===== src/rtl/int_pkg.sv =====
// Interrupt sequencer shared definitions: state encoding,
// default widths and sequencing constants.
package int_pkg;

  localparam int DATA_WIDTH_D  = 16;
  localparam int DATA_DEPTH_D  = 128;
  localparam int ADDR_WIDTH_D  = 16;
  localparam int STACK_DEPTH_D = 8;
  localparam int RET_TIMEOUT   = 16;
  localparam int SAVE_CYCLES   = 2;

  typedef enum logic [2:0] {
    S_IDLE,
    S_SAVE,
    S_SAVE_GAP,
    S_JUMP,
    S_LOAD,
    S_RESUME
  } state_e;

endpackage


===== src/rtl/int_seq.sv =====
// Interrupt entry/return sequencer: snapshots controller context
// to a context stack on entry and restores it on return.
module int_seq
  import int_pkg::*;
#(
  parameter int DATA_WIDTH     = DATA_WIDTH_D,
  parameter int DATA_DEPTH     = DATA_DEPTH_D,
  parameter int ADDR_WIDTH_MEM = ADDR_WIDTH_D,
  parameter int STACK_DEPTH    = STACK_DEPTH_D,
  parameter int RET_TIMEOUT    = int_pkg::RET_TIMEOUT,
  localparam int NW = $clog2(STACK_DEPTH + 1)
) (
  input  logic                      clk,
  input  logic                      rst,
  input  logic                      int_req,
  input  logic                      op_boundary,
  input  logic                      iret,
  input  logic [ADDR_WIDTH_MEM-1:0] isr_addr,
  input  logic [ADDR_WIDTH_MEM-1:0] cur_pc,
  input  logic [ADDR_WIDTH_MEM-1:0] cur_ctxt_addr,
  input  logic [DATA_WIDTH-1:0]     cur_bit_cnt,
  input  logic [DATA_WIDTH-1:0]     cur_mask,
  input  logic [2:0]                cur_pass,
  input  logic [DATA_DEPTH-1:0]     cur_C_F,
  output logic                      int_set,
  output logic                      ret_valid,
  output logic [ADDR_WIDTH_MEM-1:0] ret_addr,
  output logic [ADDR_WIDTH_MEM-1:0] ctxt_addr,
  output logic [DATA_WIDTH-1:0]     tmp_bit_cnt,
  output logic [DATA_WIDTH-1:0]     tmp_mask,
  output logic [2:0]                tmp_pass,
  output logic [DATA_DEPTH-1:0]     tmp_C_F,
  input  logic                      ctxt_rdy,
  input  logic [ADDR_WIDTH_MEM-1:0] ret_addr_ret,
  input  logic [ADDR_WIDTH_MEM-1:0] ctxt_addr_ret,
  input  logic [DATA_WIDTH-1:0]     tmp_bit_cnt_ret,
  input  logic [2:0]                tmp_pass_ret,
  input  logic [DATA_WIDTH-1:0]     tmp_mask_ret,
  input  logic [DATA_DEPTH-1:0]     tmp_C_F_ret,
  output logic                      hold,
  output logic                      jump_valid,
  output logic [ADDR_WIDTH_MEM-1:0] jump_addr,
  output logic                      int_ack,
  output logic                      restore_valid,
  output logic [ADDR_WIDTH_MEM-1:0] rs_pc,
  output logic [ADDR_WIDTH_MEM-1:0] rs_ctxt_addr,
  output logic [DATA_WIDTH-1:0]     rs_bit_cnt,
  output logic [2:0]                rs_pass,
  output logic [DATA_WIDTH-1:0]     rs_mask,
  output logic [DATA_DEPTH-1:0]     rs_C_F,
  output logic [NW-1:0]             nest_lvl,
  output logic                      unf_err,
  output logic                      tmo_err
);

  localparam int CW = $clog2(RET_TIMEOUT + SAVE_CYCLES + 1);

  state_e          state_q, state_d;
  logic [CW-1:0]   cnt_q, cnt_d;
  logic [NW-1:0]   nest_q, nest_d;
  logic            unf_q, unf_d;
  logic            tmo_q, tmo_d;
  logic            latch, capture;

  always_comb begin
    state_d = state_q;
    cnt_d   = cnt_q;
    nest_d  = nest_q;
    unf_d   = unf_q;
    tmo_d   = tmo_q;
    latch   = 1'b0;
    capture = 1'b0;
    unique case (state_q)
      S_IDLE: begin
        cnt_d = '0;
        if (iret && nest_q != '0) begin
          state_d = S_LOAD;
        end else begin
          if (iret) unf_d = 1'b1;
          if (int_req && op_boundary &&
              nest_q < NW'(STACK_DEPTH)) begin
            latch   = 1'b1;
            state_d = S_SAVE;
          end
        end
      end
      S_SAVE: begin
        cnt_d = cnt_q + 1'b1;
        if (cnt_q == CW'(SAVE_CYCLES - 1)) begin
          state_d = S_SAVE_GAP;
        end
      end
      S_SAVE_GAP: state_d = S_JUMP;
      S_JUMP: begin
        nest_d  = nest_q + 1'b1;
        state_d = S_IDLE;
      end
      S_LOAD: begin
        cnt_d = cnt_q + 1'b1;
        if (ctxt_rdy) begin
          capture = 1'b1;
          state_d = S_RESUME;
        end else if (cnt_q == CW'(RET_TIMEOUT - 1)) begin
          tmo_d   = 1'b1;
          state_d = S_IDLE;
        end
      end
      S_RESUME: begin
        nest_d  = nest_q - 1'b1;
        state_d = S_IDLE;
      end
      default: state_d = S_IDLE;
    endcase
  end

  always_ff @(posedge clk) begin
    if (!rst) begin
      state_q      <= S_IDLE;
      cnt_q        <= '0;
      nest_q       <= '0;
      unf_q        <= 1'b0;
      tmo_q        <= 1'b0;
      ret_addr     <= '0;
      ctxt_addr    <= '0;
      tmp_bit_cnt  <= '0;
      tmp_mask     <= '0;
      tmp_pass     <= '0;
      tmp_C_F      <= '0;
      jump_addr    <= '0;
      rs_pc        <= '0;
      rs_ctxt_addr <= '0;
      rs_bit_cnt   <= '0;
      rs_pass      <= '0;
      rs_mask      <= '0;
      rs_C_F       <= '0;
    end else begin
      state_q <= state_d;
      cnt_q   <= cnt_d;
      nest_q  <= nest_d;
      unf_q   <= unf_d;
      tmo_q   <= tmo_d;
      if (latch) begin
        ret_addr    <= cur_pc;
        ctxt_addr   <= cur_ctxt_addr;
        tmp_bit_cnt <= cur_bit_cnt;
        tmp_mask    <= cur_mask;
        tmp_pass    <= cur_pass;
        tmp_C_F     <= cur_C_F;
        jump_addr   <= isr_addr;
      end
      if (capture) begin
        rs_pc        <= ret_addr_ret;
        rs_ctxt_addr <= ctxt_addr_ret;
        rs_bit_cnt   <= tmp_bit_cnt_ret;
        rs_pass      <= tmp_pass_ret;
        rs_mask      <= tmp_mask_ret;
        rs_C_F       <= tmp_C_F_ret;
      end
    end
  end

  // Handshake outputs are pure state decodes, so reset clears them too.
  assign int_set       = (state_q == S_SAVE);
  assign jump_valid    = (state_q == S_JUMP);
  assign int_ack       = (state_q == S_JUMP);
  assign ret_valid     = (state_q == S_LOAD);
  assign restore_valid = (state_q == S_RESUME);
  assign hold          = (state_q != S_IDLE);
  assign nest_lvl      = nest_q;
  assign unf_err       = unf_q;
  assign tmo_err       = tmo_q;

endmodule


===== config.mk =====
export PLATFORM = sky130hd
export DESIGN_NAME = int_seq
export DESIGN_NICKNAME = d
export VERILOG_FILES = /design/src/rtl/int_pkg.sv /design/src/rtl/int_seq.sv
export SDC_FILE = /design/constraint.sdc
export NUM_CORES = 1
export LEC_CHECK = 0
export CORE_AREA = 10 10 317 319
export DETAILED_ROUTE_END_ITERATION = 8
export DIE_AREA = 0 0 327 329
export PLACE_DENSITY = 0.39
export SLEW_MARGIN = 20
export SYNTH_ARGS = -nofsm -noshare
export SYNTH_HDL_FRONTEND = slang
export SYNTH_SLANG_ARGS = --single-unit

===== constraint.sdc =====
create_clock -name clk -period 3.4 [get_ports clk]
set_input_delay 0.68 -clock clk [delete_from_list [all_inputs] [get_ports clk]]
set_output_delay 0.68 -clock clk [all_outputs]
set_load 0.05 [all_outputs]

Word-level counts from Yosys, hierarchy flattened
Cells that the tools add are included.
Word-level totals
  bits of input ports: 412
  bits in registers: 420
  output and inout bits: 418
  word-level logic and storage cells: 59
Operators by class
  magnitude comparators: 1
  reduce and logical (&&, ||, !) cells: 12
  bitwise logic cells: 2
  equal/unequal tests: 10
  muxes and demuxes: 13
  add/sub/neg operators: 3
Operators by type and width (count)
  two-way mux 3 bit: 5
  one-hot mux 3 bit (4 select lines): 1
  one-hot mux 5 bit (2 select lines): 1
  AND reduction 3 bit: 3
  one-hot mux 4 bit (2 select lines): 1
  == test 3 x 2 -> 1 bit, second input constant: 2
  == test 3 bit, second input constant: 2
  adder 5 x 1 -> 5 bit, second input constant: 1
  == test 5 x 1 -> 1 bit, second input constant: 1
  == test 5 x 4 -> 1 bit, second input constant: 1
  two-way mux 1 bit: 5
  adder 4 x 1 -> 4 bit, second input constant: 1
  less-than comparator 4 bit, second input constant: 1
  nonzero test 2 bit: 2
  nonzero test 4 bit: 1
  subtractor 4 x 1 -> 4 bit, second input constant: 1
  == test 3 x 1 -> 1 bit, second input constant: 1
  logical AND 1 bit: 3
  zero test 3 bit: 1
  != test 3 x 1 -> 1 bit, second input constant: 1
  != test 3 bit, second input constant: 1
  nonzero test 3 bit: 1
  != test 2 x 1 -> 1 bit, second input constant: 1
  NOT 1 bit: 2
  OR reduction 2 bit: 1

Logic depth before layout (Yosys ltp)
Gate-level depths: netlist of the first run.
  depth in word-level cells: 5
  depth in mapped cells: 8
  mapped depth without buffers: 6

Worst setup path after synthesis of the first run
OpenSTA, ideal clock, no wires.
  kind: register -> output
  from: register state_q[0]
  to: output int_set
  stages on the path, launching flop included: 3
  data required time: 2720 ps
  data arrival time: 1857 ps
  buffers on the path: 1
  slack: 863 ps
  cells stage by stage: dfxtp_1 -> buf_2 -> nor3b_1
On the way
  cells in the longest elaborated chain, start to end: 1
Ends and longest elaborated chain
  start: declaration: line int_seq.sv:58  | state_e state_q, state_d;
  start signal: assignment: line int_seq.sv:137  | state_q <= state_d;
  == test 3 x 1 -> 1 bit: line int_seq.sv:163  | assign int_set = (state_q == S_SAVE);
  end: declaration: line int_seq.sv:25  | output logic int_set,
Every way passes these cells.

Worst setup path in the final report of the first run
  from: register state_q[1]
  to: output int_ack
On the way
  cells in the longest elaborated chain, start to end: 1
Ends and longest elaborated chain
  == test 3 x 2 -> 1 bit: line int_seq.sv:165  | assign int_ack = (state_q == S_JUMP);
  end: declaration: line int_seq.sv:43  | output logic int_ack,
Every way passes these cells.

==> impl_metrics.csv, run 1 <==
group,metric,value,unit
pwr,worst_ir_drop_vdd,0.423,mV
cells_and_area,n_fill_cell,10091,
drt,highest_layer,"met5",
grt,antenna_found_initial,22,
cts,path_clk_slew,0.06,ns
synthesis,syn_area_per_cell,8.45,um2
sta,hold_viol_final,0,
drt,wl_met2,44900,um
synthesis,yosysMostFrequentCell,"dfxtp_1",
synthesis,synth_edf_count,0,
sta,max_freq,331,MHz
worst_setup_path,r2r_start,"state_q[0]",
cts,cts_root_buffer,"clkbuf_16",
sta,clock-skew-final,0.0185,ns
cts,cts_sinks,420,
synthesis,synth_ff_type,"dfxtp_1",
drt,dr_total_vias,17878,
sta,drv_slew,0,
sta,relSlewSlack,0.475,
cells_and_area,nets,3081,
floorplan,die_w,327,um
placed_design,place.gp.congestion,0.824,
worst_setup_path,critPathArrivalTime,2.34,ns
grt,grt_max_degree,119,
cts,cts_buffers,53,
pwr,p_per_area,563,nW/um2
floorplan,die-area,108000,um2
min_path,min_from,"rs_C_F[68]",
synthesis,ys_warn_count,0,
sta,finalSetupTns,0,ns
floorplan,rows,113,
worst_setup_path,crit_type,"reg -> out",
synthesis,syn-num-nets,2378,
cts,clockBufferDepth,3,
worst_setup_path,r2r_slack,0.96,ns
worst_setup_path,rr_worst_depth,6,
worst_setup_path,rr_endpoint,"jump_addr[9]",
grt,grt_pass1_vias,18348,
min_path,min_path_type,"reg -> reg",
floorplan,core_region_area,94300,um2
floorplan,initial_utilization,0.176,
cts,cts_tree,"built",
grt,grt_overflow,0,
cts,htreeDepth,2,
synthesis,synth_common_cells,"dfxtp_1 (420), a21oi_1 (413), nand2_1 (396), nand4_1 (212), o31ai_1 (211)",
sta,grt_setup_unrepaired,"false",
cts,ctsHoldBuffers,0,
drt,drc,0,
worst_setup_path,critPathMaxFanout,5,
pwr,leakagePower,9.15,nW
drt,ant_nets,0,
grt,gr-usage-all-layers,0.156,
sta,tightest_slew,0.785,ns
status,status,"completed",
synthesis,yosys.area.top_type,"dfxtp_1",
flow_run,cap_viol_max_count,0,
cells_and_area,drive_above_1_share,0.0562,
drt,wl_per_cell,22.4,um
drt,wirelength,89400,um
worst_setup_path,critical_path_required,2.72,ns
synthesis,synth_async_sr_flop_share,0,
placed_design,dp_hpwl,64600,um
synthesis,synth.area.top_cells,"dfxtp_1 (51%), a21oi_1 (12%), o31ai_1 (9.6%)",
cts,post_cts_resized,0,
cts,clock_latency,0.63,ns
min_path,hold_path_end,"rs_C_F[68]",
floorplan,io_pins,830,
drt,drt_iter0_drc,1036,
drt,wl_met3,8550,um
sta,finalCriticalPeriod,3.02,ns
synthesis,ys_types,48,
floorplan,die_y,329,um
cts,cts_setup_buffers,0,
synthesis,synth_cells,1962,
synthesis,synth_top_area_share,0.507,
synthesis,yosysSeqAreaShare,0.507,
sta,whs,0.451,ns
sta,post-route-period-util,0.888,
synthesis,synth-seq-cells,420,
cells_and_area,syn_to_final_growth,68.2,%
drt,firstDrtPassIters,5,
synthesis,synth_area,16600,um2
worst_setup_path,crit_path_start_kind,"flip-flop",
drt,wl_met1,33000,um
sta,setup_violations,0,
placed_design,io_buffers,829,
min_path,min_path_cells,2,
grt,grt_pass1_wl,129000,um
drt,viasPerCell,4.49,
worst_setup_path,crit_path_end_kind,"primary output",
## area by class of cell
| type | count | area, um2 | area share |
|---|---|---|---|
| tap | 1265 | 1580 | 0.0568 |
| antenna | 13 | 32.5 | 0.00117 |
| clock inverter | 17 | 243 | 0.00871 |
| timing repair buffer | 885 | 8960 | 0.321 |
| clock buffer | 80 | 1580 | 0.0566 |
| sequential | 420 | 8410 | 0.302 |
| multi-input combinational | 1296 | 7030 | 0.252 |
| inverter | 9 | 46.3 | 0.00166 |
## logic make-up after synthesis
family | Yosys count | synth area share
multiplexers | 3 | 0.00181
adder cells (fa/ha/maj) | 5 | 0.00362
flip-flops | 420 | 0.507
buffers and inverters | 246 | 0.0718
XOR/XNOR | 2 | 0.00106
AO/OA/AOI/OAI | 642 | 0.230
AND/OR/NAND/NOR | 644 | 0.185
## state kept, by name, indices dropped and copies added (netlist names)
name and count:
rs_C_F 128, tmp_C_F 128, ctxt_addr 16, jump_addr 16, ret_addr 16, rs_bit_cnt 16, rs_ctxt_addr 16, rs_mask 16
rs_pc 16, tmp_bit_cnt 16, tmp_mask 16, cnt_q 5, nest_lvl 4, rs_pass 3, state_q 3, tmp_pass 3
tmo_err 1, unf_err 1
## through the flow
step	area [um2]	setup slack (ns)	util	std cells	power (W)
after floorplan	16600	0.863	-	1962	0.00804
after global placement	26000	0.636	0.276	3875	0.00985
after detailed placement	26000	0.606	0.276	3875	0.00986
after CTS	27800	0.321	0.295	3972	0.0160
after global routing	27900	0.230	0.296	3984	0.0164
final	27900	0.381	0.296	3985	0.0157
## worst max-delay path, cell delays in order (launching register included)
cell and delay [ns]:
dfxtp_1 0.44, nand3b_1 0.20, inv_1 0.23, clkdlybuf4s50_1 0.85
## per-layer routing
metal  GRT usage  vias to the layer above
met4      0.0552                       16
li1            -                     8515
met5           0                        -
met2       0.272                      650
met3      0.0656                      135
met1       0.168                     8562
## worst max-delay path by stage
| stage | start | to | slack (ns) | cells after the start |
|---|---|---|---|---|
| floorplan | state_q[0] | int_set | 0.86 | 2 |
| global placement | ctxt_rdy | rs_C_F[125] | 0.64 | 6 |
| detailed placement | ctxt_rdy | rs_bit_cnt[6] | 0.61 | 6 |
| CTS | state_q[0] | int_ack | 0.32 | 3 |
| global route | state_q[0] | jump_valid | 0.23 | 3 |
| finish | state_q[1] | int_ack | 0.38 | 3 |
## cell usage in the layout, fill, tap and decap left out, types with 20 or more instances in the layout
master	count
a21oi_1	413
buf_12	20
buf_4	39
clkbuf_16	54
clkdlybuf4s50_1	826
dfxtp_1	420
nand2_1	396
nand4_1	212
o31ai_1	211
## power by group
group / internal, W / total [W] / switching, W
sequential: 0.00521 / 0.00539 / 0.000183
combinational: 0.00138 / 0.00435 / 0.00297
clock: 0.00358 / 0.00595 / 0.00237
Power figures use the tool's default switching activity.
==> run 2, diff against run 1 <==
Settings changed: GPL_TIMING_DRIVEN from default to 0.
==> run 2 against run 1 <==
Setup slack worse by 0.19 ns; core utilization rose by 0.44 points; final area grew 1.5%; routed wire length rose by 11%; fmax is 5.8% lower; power up 0.92%; die area did not move; clock skew increased by 0.0039 ns; register-to-register slack lost 0.17 ns; critical path type unchanged; critical endpoint unchanged; largest cell class unchanged; highest routed layer unchanged.
==> impl_metrics.csv, run 2 (synthesized netlist as in run 1, its figures left out) <==
group,metric,value,unit
status,status,"completed",
cts,clockBufferDepth,3,
pwr,worst_ir_drop_vdd,0.347,mV
grt,grt_overflow,0,
cells_and_area,nets,3263,
grt,grt_pass1_wl,139000,um
pwr,total_power,0.0158,W
cts,htreeDepth,2,
worst_setup_path,crit_type,"reg -> out",
cts,cts_setup_buffers,0,
drt,wirelength,99500,um
worst_setup_path,r2r_slack,0.79,ns
drt,viasPerCell,4.51,
sta,hold_viol_final,0,
sta,finalSetupTns,0,ns
worst_setup_path,critical_path_required,2.72,ns
grt,antenna_found_initial,17,
sta,drv_slew,0,
sta,clock-skew-final,0.0224,ns
grt,grt_max_degree,15,
sta,finalCriticalPeriod,3.20,ns
grt,gr-usage-all-layers,0.173,
worst_setup_path,crit_path_start_kind,"flip-flop",
drt,wl_met1,36600,um
placed_design,pre_cts_ws,-0.383,ns
pwr,leakagePower,9.38,nW
cells_and_area,drive_above_1_share,0.0630,
cts,cts_sinks,420,
drt,firstDrtPassIters,5,
cells_and_area,final_cell_mix,"clkdlybuf4s50_1 (824), dfxtp_1 (420), a21oi_1 (413), nand2_1 (396), nand4_1 (212)",
drt,highest_layer,"met5",
drt,drc,0,
drt,wl_per_cell,23.9,um
sta,worst_slack,0.195,ns
cts,cts_buffers,54,
cts,cts_tree,"built",
sta,tightest_slew,1.03,ns
placed_design,dp_hpwl,79600,um
cells_and_area,reg_top3,"rs_C_F: 128 flops, tmp_C_F: 128 flops",
pwr,p_int,0.0102,W
cells_and_area,syn_to_final_growth,70.7,%
floorplan,initial_utilization,0.176,
floorplan,die_w,327,um
grt,grt_pass1_vias,19158,
pwr,power_switching_share,0.356,
cts,cts_root_buffer,"clkbuf_16",
flow_run,cap_viol_max_count,0,
worst_setup_path,crit_path_end_kind,"primary output",
floorplan,rows,113,
cts,path_clk_slew,0.06,ns
drt,drt_iter0_drc,912,
sta,grt_setup_unrepaired,"false",
cts,clock_latency,0.61,ns
drt,dr_total_vias,18782,
floorplan,io_pins,830,
sta,relSlewSlack,0.311,
sta,post-route-period-util,0.943,
drt,ant_nets,0,
sta,setup_violations,0,
pwr,p_per_area,560,nW/um2
placed_design,place.gp.congestion,0.855,
placed_design,io_buffers,829,
sta,max_freq,312,MHz
pwr,clock_power_share,0.372,
floorplan,die_y,329,um
pwr,seqPwrFrac,0.341,
floorplan,core_region_area,94300,um2
worst_setup_path,critPathArrivalTime,2.52,ns
pwr,switchingPower,0.00564,W
floorplan,die-area,108000,um2
pwr,share_comb_of_total_power,0.286,
cells_and_area,n_fill_cell,10064,
min_path,min_path_type,"reg -> reg",
drt,wl_met3,8910,um
drt,wl_met2,50700,um
worst_setup_path,critPathMaxFanout,10,
cells_and_area,layout.cells.most_common,"clkdlybuf4s50_1",
[run 2: changes by cell type in the layout (fill, tap and decap cells not counted), sizes merged]
| cell | change |
|---|---|
| dlymetal6s2s | +1 |
| clkinv | -5 |
| diode | -5 |
| bufinv | -3 |
| clkdlybuf4s50 | -2 |
| dlygate4sd2 | +4 |
| clkinvlp | -1 |
| buf | +42 |
| inv | +2 |
| clkbuf | +142 |
[run 2: layer usage]
metal | vias to the layer above | global-route usage
li1 | 8898 | -
met1 | 9039 | 0.183
met2 | 684 | 0.312
met3 | 145 | 0.0663
met4 | 16 | 0.0567
met5 | - | 0
[run 2: power by group through the flow]
stage               Combinational (W)  Clock, W  Sequential (W)
CTS                           0.00457   0.00609         0.00541
global route                  0.00484   0.00629         0.00544
detailed placement            0.00456         0         0.00551
global placement              0.00454         0         0.00550
finish                        0.00453   0.00589         0.00541
floorplan                     0.00164         0         0.00640
[run 2: layout make-up]
class	instances	area (um2)	share of cell area
inverter	9	33.8	0.00119
timing repair buffer	829	8300	0.293
clock buffer	86	1690	0.0598
buffer	237	1160	0.0409
sequential	420	8410	0.297
multi-input combinational	1296	6980	0.247
clock inverter	10	126	0.00447
tap	1265	1580	0.0559
antenna	8	20.0	0.000707
[run 2: final timing paths]
check | start | endpoint | cells past startpoint
min | rs_C_F[105] | rs_C_F[105] | 2
min reg2reg | rs_C_F[105] | rs_C_F[105] | 2
max reg2reg | nest_lvl[3] | tmp_C_F[47] | 5
max | state_q[1] | int_ack | 4
[run 2: critical path: stages, from the launching register on]
cell and delay [ns]:
dfxtp_1 0.40, buf_2 0.25, nand3b_1 0.21, inv_1 0.22, clkdlybuf4s50_1 0.84
[run 2: per-stage QoR]
stage	area [um2]	hold WS [ns]	utilization	instances
finish	28300	0.452	0.300	4160
global placement	26500	0.443	0.281	4056
detailed placement	26500	0.445	0.281	4056
CTS	28300	0.453	0.300	4152
global route	28300	0.473	0.300	4157
floorplan	16600	0.540	-	1962
[run 2: timing repair]
| item | 4_1_cts | 5_1_grt |
|---|---|---|
| pin swaps | 0 | 0 |
| resized for setup | 4 | 1 |
| setup endpoints to repair | 4 | 1 |
| hold buffers | 0 | 0 |
==> run 3, diff against run 2 <==
Settings changed: SKIP_CTS_REPAIR_TIMING from default to 1.
==> run 3 against run 2 <==
Sequential power is essentially flat; first-iteration DRC count shrank 2.9%; cell count is the same; critical path depth is the same; combinational power is essentially flat; power is essentially flat.
==> impl_metrics.csv, run 3 (synthesized netlist as in run 1, its figures left out) <==
group,metric,value,unit
floorplan,rows,113,
worst_setup_path,rr_worst_depth,5,
sta,tightest_slew,1.03,ns
min_path,min_from,"rs_C_F[105]",
cts,cts_tree,"built",
cells_and_area,n_fill_cell,10063,
sta,setup_violations,0,
grt,grt_max_degree,15,
sta,hold_viol_final,0,
floorplan,die_w,327,um
worst_setup_path,crit_path_start_kind,"flip-flop",
cells_and_area,reg_top3,"rs_C_F: 128 flops, tmp_C_F: 128 flops",
cts,path_clk_slew,0.06,ns
drt,drc,0,
placed_design,placed_cells,4056,
worst_setup_path,rr_endpoint,"tmp_C_F[47]",
drt,viasPerCell,4.52,
grt,use_met2,0.312,
drt,ant_nets,0,
drt,drt_iter0_drc,886,
floorplan,core_region_area,94300,um2
cells_and_area,layout.cells.most_common,"clkdlybuf4s50_1",
grt,grt_use_met1,0.183,
placed_design,place.gp.congestion,0.855,
grt,antenna_found_initial,17,
worst_setup_path,critPathMaxFanout,10,
worst_setup_path,r2r_start,"nest_lvl[3]",
worst_setup_path,cpPeakStageDelay,0.84,ns
grt,grt-busiest-layer,"met2",
flow_run,cap_viol_max_count,0,
cells_and_area,nets,3263,
pwr,leakagePower,9.43,nW
worst_setup_path,r2r_slack,0.80,ns
drt,dr_total_vias,18793,
cts,cts_root_buffer,"clkbuf_16",
cts,clock_latency,0.61,ns
cells_and_area,syn_to_final_growth,70.8,%
cells_and_area,final_cell_mix,"clkdlybuf4s50_1 (824), dfxtp_1 (420), a21oi_1 (413), nand2_1 (396), nand4_1 (212)",
status,status,"completed",
cts,clockBufferDepth,3,
pwr,worst_ir_drop_vdd,0.347,mV
drt,wirelength,99600,um
placed_design,dp_hpwl,79600,um
worst_setup_path,critical_path_required,2.72,ns
pwr,p_per_area,560,nW/um2
grt,use_met3,0.0663,
worst_setup_path,critPathArrivalTime,2.52,ns
min_path,min_path_cells,2,
sta,relSlewSlack,0.311,
grt,grt_overflow,0,
placed_design,io_buffers,829,
pwr,total_power,0.0158,W
worst_setup_path,crit_path_end_kind,"primary output",
sta,finalCriticalPeriod,3.20,ns
drt,wl_per_cell,23.9,um
sta,max_freq,312,MHz
drt,firstDrtPassIters,5,
min_path,min_path_type,"reg -> reg",
sta,post-route-period-util,0.942,
cts,htreeDepth,2,
worst_setup_path,cp_cell_sequence,"buf_2 -> nand3b_1 -> inv_1 -> clkdlybuf4s50_1",
floorplan,io_pins,830,
cells_and_area,design_area,28300,um2
floorplan,die_y,329,um
grt,grt_pass1_vias,19158,
cts,cts_buffers,54,
sta,finalSetupTns,0,ns
placed_design,dpl_cell_area,26500,um2
cells_and_area,drive_above_1_share,0.0630,
sta,clock-skew-final,0.0223,ns
grt,grt_pass1_wl,139000,um
cts,cts_sinks,420,
grt,gr-usage-all-layers,0.173,
min_path,hold_path_end,"rs_C_F[105]",
cells_and_area,fin_cells,4160,
floorplan,initial_utilization,0.176,
worst_setup_path,cpMaxStageDelayCell,"clkdlybuf4s50_1",
floorplan,die-area,108000,um2
sta,grt_setup_unrepaired,"false",
worst_setup_path,crit_type,"reg -> out",
sta,drv_slew,0,
-- run 3: per-stage QoR --
| stage | setup WS (ns) | hold slack, ns | utilization |
|---|---|---|---|
| 2_1_floorplan | 0.863 | 0.540 | - |
| 3_3_place_gp | -0.499 | 0.443 | 0.281 |
| 3_5_place_dp | -0.383 | 0.445 | 0.281 |
| 4_1_cts | -0.135 | 0.453 | 0.300 |
| 5_1_grt | 0.0372 | 0.473 | 0.300 |
| 6_report | 0.197 | 0.452 | 0.300 |
-- run 3: cell type report --
type                       count  area, um2  share of cell area
clock buffer                  86       1690              0.0598
clock inverter                10        126             0.00446
inverter                       9       33.8             0.00119
multi-input combinational   1296       6980               0.247
sequential                   420       8410               0.297
buffer                       237       1160              0.0409
antenna                        8       20.0            0.000707
tap                         1265       1580              0.0559
timing repair buffer         829       8310               0.294
-- run 3: per-layer routing --
metal / up-vias / share of wire / wire, um
li1: 8898 / - / -
met1: 9036 / 0.37 / 36700
met2: 699 / 0.51 / 50700
met3: 144 / 0.090 / 8940
met4: 16 / 0.031 / 3120
met5: - / 0.0012 / 115
-- run 3: critical path: cells and delay by family, from the launching register on --
kind	cells	cell delay, ns
buf+inv	3	1.31
flops	1	0.40
simple gates	1	0.21
-- run 3: report_power, final --
part,internal (W),switching (W)
sequential,0.00521,0.000194
combinational,0.00144,0.00310
clock,0.00354,0.00235
total,0.0102,0.00565
-- run 3: worst max path at each step --
stage                 to       start  cells past startpoint  slack [ns]
4_1_cts             hold  state_q[2]                      5       -0.14
6_report         int_ack  state_q[1]                      4        0.20
3_5_place_dp    rs_pc[0]         rst                      6       -0.38
5_1_grt          int_ack  state_q[1]                      4        0.04
3_3_place_gp   rs_C_F[2]         rst                      6       -0.50
2_1_floorplan    int_set  state_q[0]                      2        0.86
